===== src/rtl/countdown_pkg.sv =====
// Shared types and constants for the countdown controller and its prescaler.
package countdown_pkg;

   typedef enum logic [1:0] {
      IDLE   = 2'd0,
      RUN    = 2'd1,
      PAUSED = 2'd2,
      DONE   = 2'd3
   } state_t;

   // Wide enough for any practical count width; users take the low WIDTH bits.
   localparam logic [63:0] COUNT_RESET = '1;

endpackage


===== src/rtl/full_substractor_n_bits.sv =====
// Ripple-borrow subtractor: diff = a - b - bin, with borrow out of the MSB.
module full_substractor_n_bits #(
   parameter int WIDTH = 6
) (
   input  logic [WIDTH-1:0] a,
   input  logic [WIDTH-1:0] b,
   input  logic             bin,
   output logic [WIDTH-1:0] diff,
   output logic             bout
);

   logic [WIDTH:0] borrow;

   always_comb begin
      borrow[0] = bin;
      for (int i = 0; i < WIDTH; i++) begin
         diff[i]       = a[i] ^ b[i] ^ borrow[i];
         borrow[i + 1] = (~a[i] & b[i]) | (~(a[i] ^ b[i]) & borrow[i]);
      end
      bout = borrow[WIDTH];
   end

endmodule


===== src/rtl/tick_gen.sv =====
// Clock prescaler: counts enabled cycles 0..PRESCALE-1 and flags the last one as a tick.
module tick_gen #(
   parameter int PRESCALE = 50_000_000
) (
   input  logic clk,
   input  logic rst_n,
   input  logic clear,
   input  logic enable,
   output logic tick
);

   localparam int PW = $clog2(PRESCALE);

   logic [PW-1:0] presc;

   assign tick = enable && (presc == PW'(PRESCALE - 1));

   // NOTE: state registers use non-blocking (<=) so every flop samples pre-edge values.
   always_ff @(posedge clk or negedge rst_n) begin
      if (!rst_n) begin
         presc <= '0;
      end else if (clear) begin
         presc <= '0;
      end else if (enable) begin
         presc <= tick ? '0 : presc + PW'(1);
      end
   end

endmodule


===== src/rtl/countdown_ctrl.sv =====
// Countdown sequencer: owns the count/reload registers and the IDLE/RUN/PAUSED/DONE FSM,
// stepping the count once per prescaled tick.
module countdown_ctrl
   import countdown_pkg::*;
#(
   parameter int WIDTH       = 6,
   parameter int PRESCALE    = 50_000_000,
   parameter bit AUTO_RELOAD = 1'b0
) (
   input  logic             clk,
   input  logic             rst_n,
   input  logic             load,
   input  logic [WIDTH-1:0] load_value,
   input  logic             start,
   input  logic             pause,
   output logic [WIDTH-1:0] count,
   output logic [1:0]       state,
   output logic             running,
   output logic             done,
   output logic             expired
);

   state_t           state_q, state_nxt;
   logic [WIDTH-1:0] count_q, count_nxt;
   logic [WIDTH-1:0] reload_q, reload_nxt;
   logic             expired_q, expired_nxt;
   logic             presc_clear, presc_enable, tick;
   logic [WIDTH-1:0] count_dec;
   logic             dec_borrow, is_last, go;

   full_substractor_n_bits #(.WIDTH(WIDTH)) u_dec (
      .a    (count_q),
      .b    (WIDTH'(1)),
      .bin  (1'b0),
      .diff (count_dec),
      .bout (dec_borrow)
   );

   assign is_last = (count_dec == '0) && !dec_borrow;

   // Pause and load both freeze the prescaler, so a coincident tick is never taken.
   assign presc_enable = (state_q == RUN) && !load && !pause;

   tick_gen #(.PRESCALE(PRESCALE)) u_tick (
      .clk    (clk),
      .rst_n  (rst_n),
      .clear  (presc_clear),
      .enable (presc_enable),
      .tick   (tick)
   );

   always_ff @(posedge clk or negedge rst_n) begin
      if (!rst_n) state_q <= IDLE;
      else        state_q <= state_nxt;
   end

   always_ff @(posedge clk or negedge rst_n) begin
      if (!rst_n) begin
         count_q   <= COUNT_RESET[WIDTH-1:0];
         reload_q  <= COUNT_RESET[WIDTH-1:0];
         expired_q <= 1'b0;
      end else begin
         count_q   <= count_nxt;
         reload_q  <= reload_nxt;
         expired_q <= expired_nxt;
      end
   end

   // Strict priority load > pause > start: a pause always masks a start.
   assign go = start && !pause;

   always_comb begin
      // NOTE: every output of this block gets a default first so no latch is inferred.
      state_nxt   = state_q;
      count_nxt   = count_q;
      reload_nxt  = reload_q;
      expired_nxt = 1'b0;
      presc_clear = 1'b0;
      if (load) begin
         state_nxt   = IDLE;
         count_nxt   = load_value;
         reload_nxt  = load_value;
         presc_clear = 1'b1;
      end else begin
         unique case (state_q)
            IDLE: begin
               if (go && count_q != '0) begin
                  state_nxt   = RUN;
                  presc_clear = 1'b1;
               end
            end
            RUN: begin
               if (pause) begin
                  state_nxt = PAUSED;
               end else if (tick) begin
                  if (!is_last) begin
                     count_nxt = count_dec;
                  end else begin
                     expired_nxt = 1'b1;
                     if (AUTO_RELOAD && reload_q != '0) begin
                        count_nxt = reload_q;
                     end else begin
                        count_nxt = count_dec;
                        state_nxt = DONE;
                     end
                  end
               end
            end
            PAUSED: begin
               if (go) state_nxt = RUN;
            end
            DONE: begin
               if (go && reload_q != '0) begin
                  state_nxt   = RUN;
                  count_nxt   = reload_q;
                  presc_clear = 1'b1;
               end
            end
         endcase
      end
   end

   always_comb begin
      state   = state_q;
      running = (state_q == RUN);
      done    = (state_q == DONE);
   end

   assign count   = count_q;
   assign expired = expired_q;

endmodule

===== config.mk =====
export PLATFORM = sky130hd
export DESIGN_NAME = countdown_ctrl
export DESIGN_NICKNAME = d
export VERILOG_FILES = /design/src/rtl/countdown_pkg.sv /design/src/rtl/full_substractor_n_bits.sv /design/src/rtl/tick_gen.sv /design/src/rtl/countdown_ctrl.sv
export SDC_FILE = /design/constraint.sdc
export NUM_CORES = 1
export LEC_CHECK = 0
export CORE_ASPECT_RATIO = 0.7
export CORE_MARGIN = 2
export CORE_UTILIZATION = 60
export CTS_CLUSTER_DIAMETER = 60
export DETAILED_ROUTE_END_ITERATION = 8
export PLACE_DENSITY = 0.79
export SLEW_MARGIN = 20
export SYNTH_ARGS = -nofsm -noshare
export SYNTH_HDL_FRONTEND = slang
export SYNTH_SLANG_ARGS = --single-unit

===== constraint.sdc =====
create_clock -name clk -period 5.7 [get_ports clk]
set_clock_uncertainty 0.2 [all_clocks]
set_input_delay 0.57 -clock clk [delete_from_list [all_inputs] [get_ports clk]]
set_output_delay 0.57 -clock clk [all_outputs]
set_load 0.01 [all_outputs]

==> flow_metrics.env, run 1 <==
export IMPL_vias_per_cell=5.82
export IMPL_diodes=0
export IMPL_firstDrtPassIters=4
export IMPL_drt_wirelength_per_cell_um=15.1
export IMPL_fin_crit_ns=3.42
export IMPL_crit_required_ns=5.65
export IMPL_setup_viol=0
export IMPL_final_nets=292
export IMPL_grt_max_degree=42
export IMPL_htreeDepth=2
export IMPL_cts_root_buf="clkbuf_8"
export IMPL_insertion_delay_ns=0.29
export IMPL_synth_distinct_cells=42
export IMPL_drv_slew=0
export IMPL_drt_iter0_drc=133
export IMPL_fin_crit_sh=0.601
export IMPL_finalHoldViolCount=0
export IMPL_worstMarginPinSlew_ns=1.10
export IMPL_track_usage=0.242
export IMPL_design_core_area_mm2=0.00363
export IMPL_avgSynthCellArea_um2=9.44
export IMPL_drc_errors=0
export IMPL_vias=1868
export IMPL_synth_edf_count=0
export IMPL_cts_sinks=41
export IMPL_die_area_mm2=0.00443
export IMPL_syn_to_final_growth_pct=14.3
export IMPL_ctsHoldBuffers=0
export IMPL_min_path_type="input pin to async pin"
export IMPL_place_hpwl_mm=3.61
export IMPL_async_flop_share=1.00
export IMPL_p_per_area_mw_per_mm2=343
export IMPL_reg2reg_slack_ns=2.40
export IMPL_yosysWarnings=0
export IMPL_r2r_end="state[1]"
export IMPL_rsz0062_at_grt="no"
export IMPL_cp_start_kind="input pin"
export IMPL_setup_ws_ns=2.28
export IMPL_status="completed"
export IMPL_grt_pass1_vias=1618
export IMPL_dp_cells=313
export IMPL_cts_tree="built"
export IMPL_critical_path_max_fanout=21
export IMPL_drt_total_wl_mm=4.86
export IMPL_die_x_um=78.7
export IMPL_syn_nets=270
export IMPL_die_height_um=56.3
export IMPL_fill_cells=281
export IMPL_finalWeightedCongestion=0.866
export IMPL_criticalPathCategory="input pin to flip-flop"
export IMPL_p_leak_nw=1.11
export IMPL_whs_ns=0.180
export IMPL_start_util=0.646
export IMPL_grt_first_pass_wirelength_mm=8.11
export IMPL_final_common_cell="nor2_1"
export IMPL_fmaxAchievable_ghz=0.292
export IMPL_syn_inst=248
export IMPL_path_clk_slew_ns=0.07
export IMPL_synthesis_area_mm2=0.00234
export IMPL_tns_ns=0
export IMPL_reg2reg_from="count[0]"
export IMPL_synth_seq_cells=41
export IMPL_synth_flop_cell="dfrtp_1"
export IMPL_pin_count=22
export IMPL_peakVddDrop_mv=0.224
export IMPL_endpoint_kind="flip-flop"
export IMPL_row_count=18
export IMPL_instances_no_fill=321
export IMPL_place_ws_ns=2.05
export IMPL_ys_seq_area_frac=0.444
export IMPL_relSlewSlack=0.258
export IMPL_r2r_cells=11
export IMPL_grt_antenna_before_repair=0
export IMPL_post_cts_setup_buffers=0
export IMPL_cp_arrival_ns=3.38
export IMPL_mostFrequentLayoutCells="nor2_1, dfrtp_1, clkdlybuf4s50_1, nand2_1, inv_1"
export IMPL_ctsResizeCount=0
export IMPL_max_cap_viol_count=0
export IMPL_cts_buffer_depth=2
export IMPL_grt_overflow=0
export IMPL_antenna_left=0
export IMPL_portBuffers=21
export IMPL_cts_inserted_buffers=5
export IMPL_layout_drive_gt1_share=0.107
==> worst max path at each step <==
stage                       endpoint  depth (start not counted)  startpoint  slack [ns]
floorplan                   state[1]                         11    count[0]        2.89
global placement    u_tick.presc[19]                          6        load        2.18
detailed placement  u_tick.presc[17]                          6        load        2.05
CTS                 u_tick.presc[17]                          6        load        2.36
global route        u_tick.presc[17]                          6        load        2.09
finish              u_tick.presc[17]                          6        load        2.28
==> report_power, final <==
part	leakage (nW)	total [mW]	switching (mW)	internal [mW]
clock network	0.0395	0.184	0.0965	0.0870
logic	0.546	0.360	0.184	0.176
registers	0.530	0.376	0.0331	0.342
total	1.11	0.919	0.313	0.606
==> critical path, cell delays in order <==
cell             delay, ns
clkdlybuf4s50_1       0.73
nor3b_1               0.91
nand3_1               0.40
nor4_1                0.48
xnor2_1               0.21
nor2_1                0.07
==> sequential cells by signal (all words and copies together), names as in the netlist <==
signal and flops:
count 6, state 2, u_tick.presc 26, expired 1, reload_q 6
==> synth_stat cells (all sizes together), types with 5 or more instances <==
| cell | count | area [um^2] |
|---|---|---|
| nor4 | 7 | 43.8 |
| xor2 | 10 | 87.6 |
| nor3 | 8 | 40.0 |
| ha | 11 | 138 |
| xnor2 | 12 | 105 |
| dfstp | 12 | 315 |
| nand3 | 8 | 40.0 |
| nor2 | 32 | 120 |
| a21oi | 12 | 60.1 |
| o21ai | 13 | 65.1 |
| mux2 | 6 | 86.3 |
| inv | 17 | 63.8 |
| nand2 | 19 | 71.3 |
| dfrtp | 29 | 726 |
| nand4 | 10 | 62.6 |
| nand2b | 5 | 31.3 |
==> metrics by stage <==
step	instance area (um^2)	power (mW)	util
after global routing	2680	0.979	0.738
after CTS	2680	0.921	0.738
after global placement	2590	0.722	0.713
after floorplan	2340	0.601	-
final	2680	0.919	0.738
after detailed placement	2600	0.735	0.716
==> layer usage <==
layer  part of all wire  GRT usage
met1               0.55      0.411
met2               0.38      0.287
met3              0.060     0.0659
met4             0.0095     0.0677
met5                  0          0
==> final cells by class <==
| class | instances | area, um^2 | area share |
|---|---|---|---|
| inverters | 17 | 63.8 | 0.0238 |
| multi-input cells | 184 | 1220 | 0.457 |
| clock buffers | 8 | 80.1 | 0.0299 |
| repair buffers | 21 | 205 | 0.0767 |
| flip-flops and latches | 41 | 1040 | 0.389 |
| well taps | 50 | 62.6 | 0.0234 |
==> logic make-up (layout without fill, tap and decap cells) <==
kind of cell | Yosys count | in the layout | share of synthesized area
AO/OA/AOI/OAI | 36 | 36 | 0.0924
flip-flops | 41 | 41 | 0.444
adder cells (fa/ha/maj) | 11 | 11 | 0.0588
multiplexers | 8 | 8 | 0.0454
XOR/XNOR | 22 | 22 | 0.0823
AND/OR/NAND/NOR | 107 | 107 | 0.236
buffers and inverters | 23 | 46 | 0.0406
(Power assumes the default switching activity.)
==> inputs of run 2 (changes only) <==
--- a/config.mk
+++ b/config.mk
@@ -7,10 +7,10 @@
 export LEC_CHECK = 0
 export CORE_ASPECT_RATIO = 0.7
 export CORE_MARGIN = 2
-export CORE_UTILIZATION = 60
+export CORE_UTILIZATION = 57
 export CTS_CLUSTER_DIAMETER = 60
 export DETAILED_ROUTE_END_ITERATION = 8
-export PLACE_DENSITY = 0.79
+export PLACE_DENSITY = 0.75
 export SLEW_MARGIN = 20
 export SYNTH_ARGS = -nofsm -noshare
 export SYNTH_HDL_FRONTEND = slang
==> constraint.sdc (replaced) <==
create_clock -name clk -period 3.53 [get_ports clk]
set_clock_uncertainty 0.2 [all_clocks]
set_input_delay 0.353 -clock clk [delete_from_list [all_inputs] [get_ports clk]]
set_output_delay 0.353 -clock clk [all_outputs]
set_load 0.01 [all_outputs]
==> run 2 against run 1 <==
Against the previous run: the run now ends with hold timing left; global-route usage up 0.44 points; sequential power up 63%; via count down 0.32%; final cell count up 1.9%; routed wire length up 1.2%; power up 66%; first-iteration DRC count down 24%; register-to-register slack worse by 2.0 ns; critical path depth up 5; critical endpoint is now state[1]; largest power group unchanged.
==> flow_metrics.env, run 2 (synthesis gave the netlist of run 1 again) <==
export IMPL_cts_buffer_depth=2
export IMPL_peakVddDrop_mv=0.385
export IMPL_portBuffers=21
export IMPL_antenna_left=0
export IMPL_switchingPower_uw=506
export IMPL_reg2reg_slack_ns=0.36
export IMPL_diodes=0
export IMPL_ctsHoldBuffers=0
export IMPL_status="finished with violations"
export IMPL_firstDrtPassIters=5
export IMPL_worstPathCellList="inv_1 -> ha_1 -> ha_1 -> ha_1 -> ha_1 -> ha_1 -> and4b_1 -> nand3_1 -> nor4_1 -> o21ai_0 -> a221oi_1"
export IMPL_cp_start_kind="flip-flop"
export IMPL_endpoint_kind="flip-flop"
export IMPL_fin_crit_ns=3.17
export IMPL_tns_ns=0
export IMPL_cts_inserted_buffers=5
export IMPL_drt_wirelength_per_cell_um=15.0
export IMPL_clkPwrFrac=0.223
export IMPL_layout_drive_gt1_share=0.131
export IMPL_die_area_mm2=0.00465
export IMPL_setup_viol=0
export IMPL_path_clk_slew_ns=0.08
export IMPL_p_int_mw=1.02
export IMPL_post_cts_setup_buffers=0
export IMPL_relSlewSlack=0.416
export IMPL_fill_cells=295
export IMPL_cp_arrival_ns=3.16
export IMPL_grt_busiest_layer="met1"
export IMPL_endpoint="state[1]"
export IMPL_rsz0062_at_grt="no"
export IMPL_cts_sinks=41
export IMPL_place_hpwl_mm=3.58
export IMPL_cp_slowest_cell="dfstp_2"
export IMPL_grt_util_met2=0.305
export IMPL_max_stage_delay_ns=0.57
export IMPL_mostFrequentLayoutCells="nor2_1, dfrtp_1, clkdlybuf4s50_1, nand2_1, inv_1"
export IMPL_violations="hold timing"
export IMPL_drt_total_wl_mm=4.91
export IMPL_grt_overflow=0
export IMPL_max_cap_viol_count=0
export IMPL_design_core_area_mm2=0.00392
export IMPL_reg2reg_from="count[0]"
export IMPL_row_count=19
export IMPL_cts_root_buf="clkbuf_8"
export IMPL_pwr_share_seq=0.400
export IMPL_critical_path_max_fanout=5
export IMPL_die_height_um=57.6
export IMPL_worstMarginPinSlew_ns=0.876
export IMPL_finalWeightedCongestion=0.916
export IMPL_grt_first_pass_wirelength_mm=8.63
export IMPL_r2r_end="state[1]"
export IMPL_drv_slew=0
export IMPL_r2r_cells=11
export IMPL_vias_per_cell=5.69
export IMPL_dpl_cell_area_mm2=0.00262
export IMPL_grt_antenna_before_repair=0
export IMPL_min_path_type="input pin to async pin"
export IMPL_final_nets=296
export IMPL_largest_reg_flops=26
export IMPL_drc_errors=0
export IMPL_startpoint="count[0]"
export IMPL_syn_to_final_growth_pct=16.1
export IMPL_p_total_mw=1.53
export IMPL_final_common_cell="nor2_1"
export IMPL_p_per_area_mw_per_mm2=561
export IMPL_top_register="u_tick.presc"
export IMPL_fin_crit_sh=0.899
export IMPL_insertion_delay_ns=0.29
export IMPL_vias=1862
export IMPL_fmaxAchievable_ghz=0.315
export IMPL_track_usage=0.246
export IMPL_drt_iter0_drc=101
export IMPL_combPwrFrac=0.376
export IMPL_grt_max_degree=42
export IMPL_start_util=0.597
export IMPL_pin_count=22
export IMPL_finalHoldViolCount=29
export IMPL_p_leak_nw=1.15
export IMPL_criticalPathCategory="flip-flop to flip-flop"
export IMPL_grt_pass1_vias=1765
export IMPL_sw_frac_of_total=0.332
export IMPL_cts_tree="built"
export IMPL_htreeDepth=2
export IMPL_final_cell_area_mm2=0.00272
export IMPL_whs_ns=-0.0291
export IMPL_crit_top_cell="ha_1"
export IMPL_ctsResizeCount=0
export IMPL_die_x_um=80.6
export IMPL_crit_required_ns=3.52
export IMPL_grt_met3_usage=0.0607
export IMPL_met1_usage=0.413
==> run 2: power by group through the flow <==
stage	Sequential (mW)	Combinational, mW	Clock (mW)
after floorplan	0.625	0.345	0
after global placement	0.616	0.570	0
after detailed placement	0.618	0.570	0
after CTS	0.611	0.575	0.352
after global routing	0.620	0.634	0.373
final	0.611	0.575	0.341
==> run 2: critical path: cells and delay by family, from the launching register on <==
| family | cells | cell delay [ns] |
|---|---|---|
| adder cells (fa/ha/maj) | 5 | 1.04 |
| AND/OR/NAND/NOR | 3 | 0.74 |
| flip-flops | 1 | 0.57 |
| AO/OA/AOI/OAI | 2 | 0.45 |
| buffers and inverters | 1 | 0.05 |
==> run 2: routing by layer <==
metal,part of all wire,wire length [um]
met5,0,0
met4,0.012,57
met3,0.058,287
met2,0.38,1880
met1,0.55,2690
==> run 2: cell type report <==
cell class                      instances  area [um^2]  share of cell area
Inverter                               17         63.8              0.0235
Clock buffer                            7         96.3              0.0354
Tap cell                               52         65.1              0.0239
Timing Repair Buffer                   25          235              0.0865
Sequential cell                        41         1040               0.383
Clock inverter                          1         5.00             0.00184
Multi-Input combinational cell        184         1210               0.446
==> run 2: how the worst min path moves through the flow <==
| stage | start | slack, ns | endpoint | depth (start not counted) |
|---|---|---|---|---|
| 2_1_floorplan | rst_n | -0.14 | expired | 0 |
| 3_3_place_gp | reload_q[4] | 0.27 | reload_q[4] | 2 |
| 3_5_place_dp | reload_q[2] | 0.28 | reload_q[2] | 2 |
| 4_1_cts | rst_n | 0.009 | state[0] | 1 |
| 5_1_grt | rst_n | 0.05 | state[1] | 1 |
| 6_report | rst_n | -0.03 | state[0] | 1 |
==> run 2: through the flow <==
stage | std cells | utilization | setup WS [ns]
final | 327 | 0.693 | 0.356
after global routing | 327 | 0.693 | 0.207
after CTS | 327 | 0.693 | 0.412
after detailed placement | 319 | 0.668 | 0.513
after global placement | 319 | 0.668 | 0.544
after floorplan | 248 | - | 0.721
==> inputs of run 3 (changes only) <==
--- a/config.mk
+++ b/config.mk
@@ -5,7 +5,7 @@
 export SDC_FILE = /design/constraint.sdc
 export NUM_CORES = 1
 export LEC_CHECK = 0
-export CORE_ASPECT_RATIO = 0.7
+export CORE_ASPECT_RATIO = 0.6
 export CORE_MARGIN = 2
 export CORE_UTILIZATION = 57
 export CTS_CLUSTER_DIAMETER = 60
==> run 3 against run 2 <==
Against the previous run: the flow still finishes with violations (hold timing); register-to-register slack improved by 0.09 ns; first-iteration DRC count rose by 13%; critical path depth did not move; die area rose by 0.19%; global-route usage rose by 1.1 points; largest cell class unchanged.
==> flow_metrics.env, run 3 (synthesis gave the netlist of run 1 again) <==
export IMPL_ctsHoldBuffers=0
export IMPL_die_height_um=53.7
export IMPL_top_register="u_tick.presc"
export IMPL_reg2reg_slack_ns=0.44
export IMPL_layout_drive_gt1_share=0.131
export IMPL_mostFrequentLayoutCells="nor2_1, dfrtp_1, clkdlybuf4s50_1, nand2_1, inv_1"
export IMPL_setup_ws_ns=0.444
export IMPL_syn_to_final_growth_pct=15.2
export IMPL_p_leak_nw=1.14
export IMPL_largest_reg_flops=26
export IMPL_post_cts_setup_buffers=0
export IMPL_vias_per_cell=5.76
export IMPL_insertion_delay_ns=0.30
export IMPL_violations="hold timing"
export IMPL_met3_length_um=344
export IMPL_die_x_um=86.8
export IMPL_endpoint_kind="flip-flop"
export IMPL_fin_crit_sh=0.874
export IMPL_criticalPathCategory="flip-flop to flip-flop"
export IMPL_drc_errors=0
export IMPL_path_clk_slew_ns=0.08
export IMPL_max_stage_delay_ns=0.58
export IMPL_worstMarginPinSlew_ns=0.870
export IMPL_drt_iter0_drc=114
export IMPL_r2r_cells=11
export IMPL_maxUsedRoutingLayer="met4"
export IMPL_dr_wl_met2_mm=1.88
export IMPL_cp_slowest_cell="dfstp_2"
export IMPL_die_area_mm2=0.00465
export IMPL_cp_arrival_ns=3.09
export IMPL_antenna_left=0
export IMPL_design_core_area_mm2=0.00381
export IMPL_grt_first_pass_wirelength_mm=8.85
export IMPL_htreeDepth=2
export IMPL_crit_top_cell="ha_1"
export IMPL_peakVddDrop_mv=0.360
export IMPL_grt_pass1_vias=1725
export IMPL_portBuffers=21
export IMPL_cts_buffer_depth=2
export IMPL_grt_antenna_before_repair=0
export IMPL_whs_ns=-0.0289
export IMPL_path_buf_inv=1
export IMPL_ctsResizeCount=0
export IMPL_max_cap_viol_count=0
export IMPL_tns_ns=0
export IMPL_row_count=17
export IMPL_diodes=0
export IMPL_grt_max_degree=42
export IMPL_status="finished with violations"
export IMPL_fmaxAchievable_ghz=0.324
export IMPL_final_common_cell="nor2_1"
export IMPL_start_util=0.615
export IMPL_critical_path_max_fanout=5
export IMPL_cts_inserted_buffers=5
export IMPL_crit_required_ns=3.53
export IMPL_relSlewSlack=0.420
export IMPL_min_path_type="input pin to async pin"
export IMPL_rsz0062_at_grt="no"
export IMPL_cts_tree="built"
export IMPL_track_usage=0.257
export IMPL_p_per_area_mw_per_mm2=558
export IMPL_firstDrtPassIters=5
export IMPL_finalHoldViolCount=29
export IMPL_final_nets=296
export IMPL_cp_top_family="adder cells"
export IMPL_path_depth=11
export IMPL_cts_sinks=41
export IMPL_pin_count=22
export IMPL_drv_slew=0
export IMPL_place_hpwl_mm=3.87
export IMPL_place_ws_ns=0.481
export IMPL_drt_wirelength_per_cell_um=16.1
export IMPL_setup_viol=0
export IMPL_drt_met1_wl_mm=2.95
export IMPL_cts_root_buf="clkbuf_8"
export IMPL_fin_crit_ns=3.09
export IMPL_vias=1854
export IMPL_finalWeightedCongestion=0.900
export IMPL_drt_total_wl_mm=5.19
export IMPL_cp_start_kind="flip-flop"
export IMPL_grt_overflow=0
export IMPL_worstPathCellList="inv_1 -> ha_1 -> ha_1 -> ha_1 -> ha_1 -> ha_1 -> and4b_1 -> nand3_1 -> nor4_1 -> o21ai_0 -> a221oi_1"
-- run 3: path summary, 6_finish.rpt --
path | from | end
worst max-delay path | count[0] | state[1]
worst min register to register | reload_q[0] | reload_q[0]
worst min-delay path | rst_n | u_tick.presc[10]
max in group asynchronous | rst_n | u_tick.presc[2]
min in group clk | reload_q[0] | reload_q[0]
worst max register to register | count[0] | state[1]
-- run 3: report_power, final --
part	switching [mW]	internal, mW
registers	0.0542	0.553
logic	0.300	0.294
clock network	0.169	0.137
total	0.523	0.984
-- run 3: layout make-up --
class / count / area (um^2)
sequential: 41 / 1040
tap: 47 / 58.8
clock buffer: 5 / 68.8
clock inverter: 3 / 17.5
fill: 305 / 1110
timing repair buffer: 25 / 235
multi-input combinational: 184 / 1210
inverter: 17 / 63.8
-- run 3: through the flow --
step	instances	power [mW]	hold WS, ns	cell area (um^2)	util
final	322	1.51	-0.0289	2700	0.709
after detailed placement	314	1.20	0.278	2610	0.686
after global routing	322	1.61	0.0576	2700	0.709
after floorplan	248	0.970	-0.143	2340	-
after CTS	322	1.51	0.00571	2700	0.709
after global placement	314	1.19	0.269	2610	0.686
-- run 3: layer usage --
metal / up-vias / global-route usage
li1: 925 / -
met1: 863 / 0.429
met2: 63 / 0.313
met3: 3 / 0.0690
met4: 0 / 0.0573
met5: - / 0
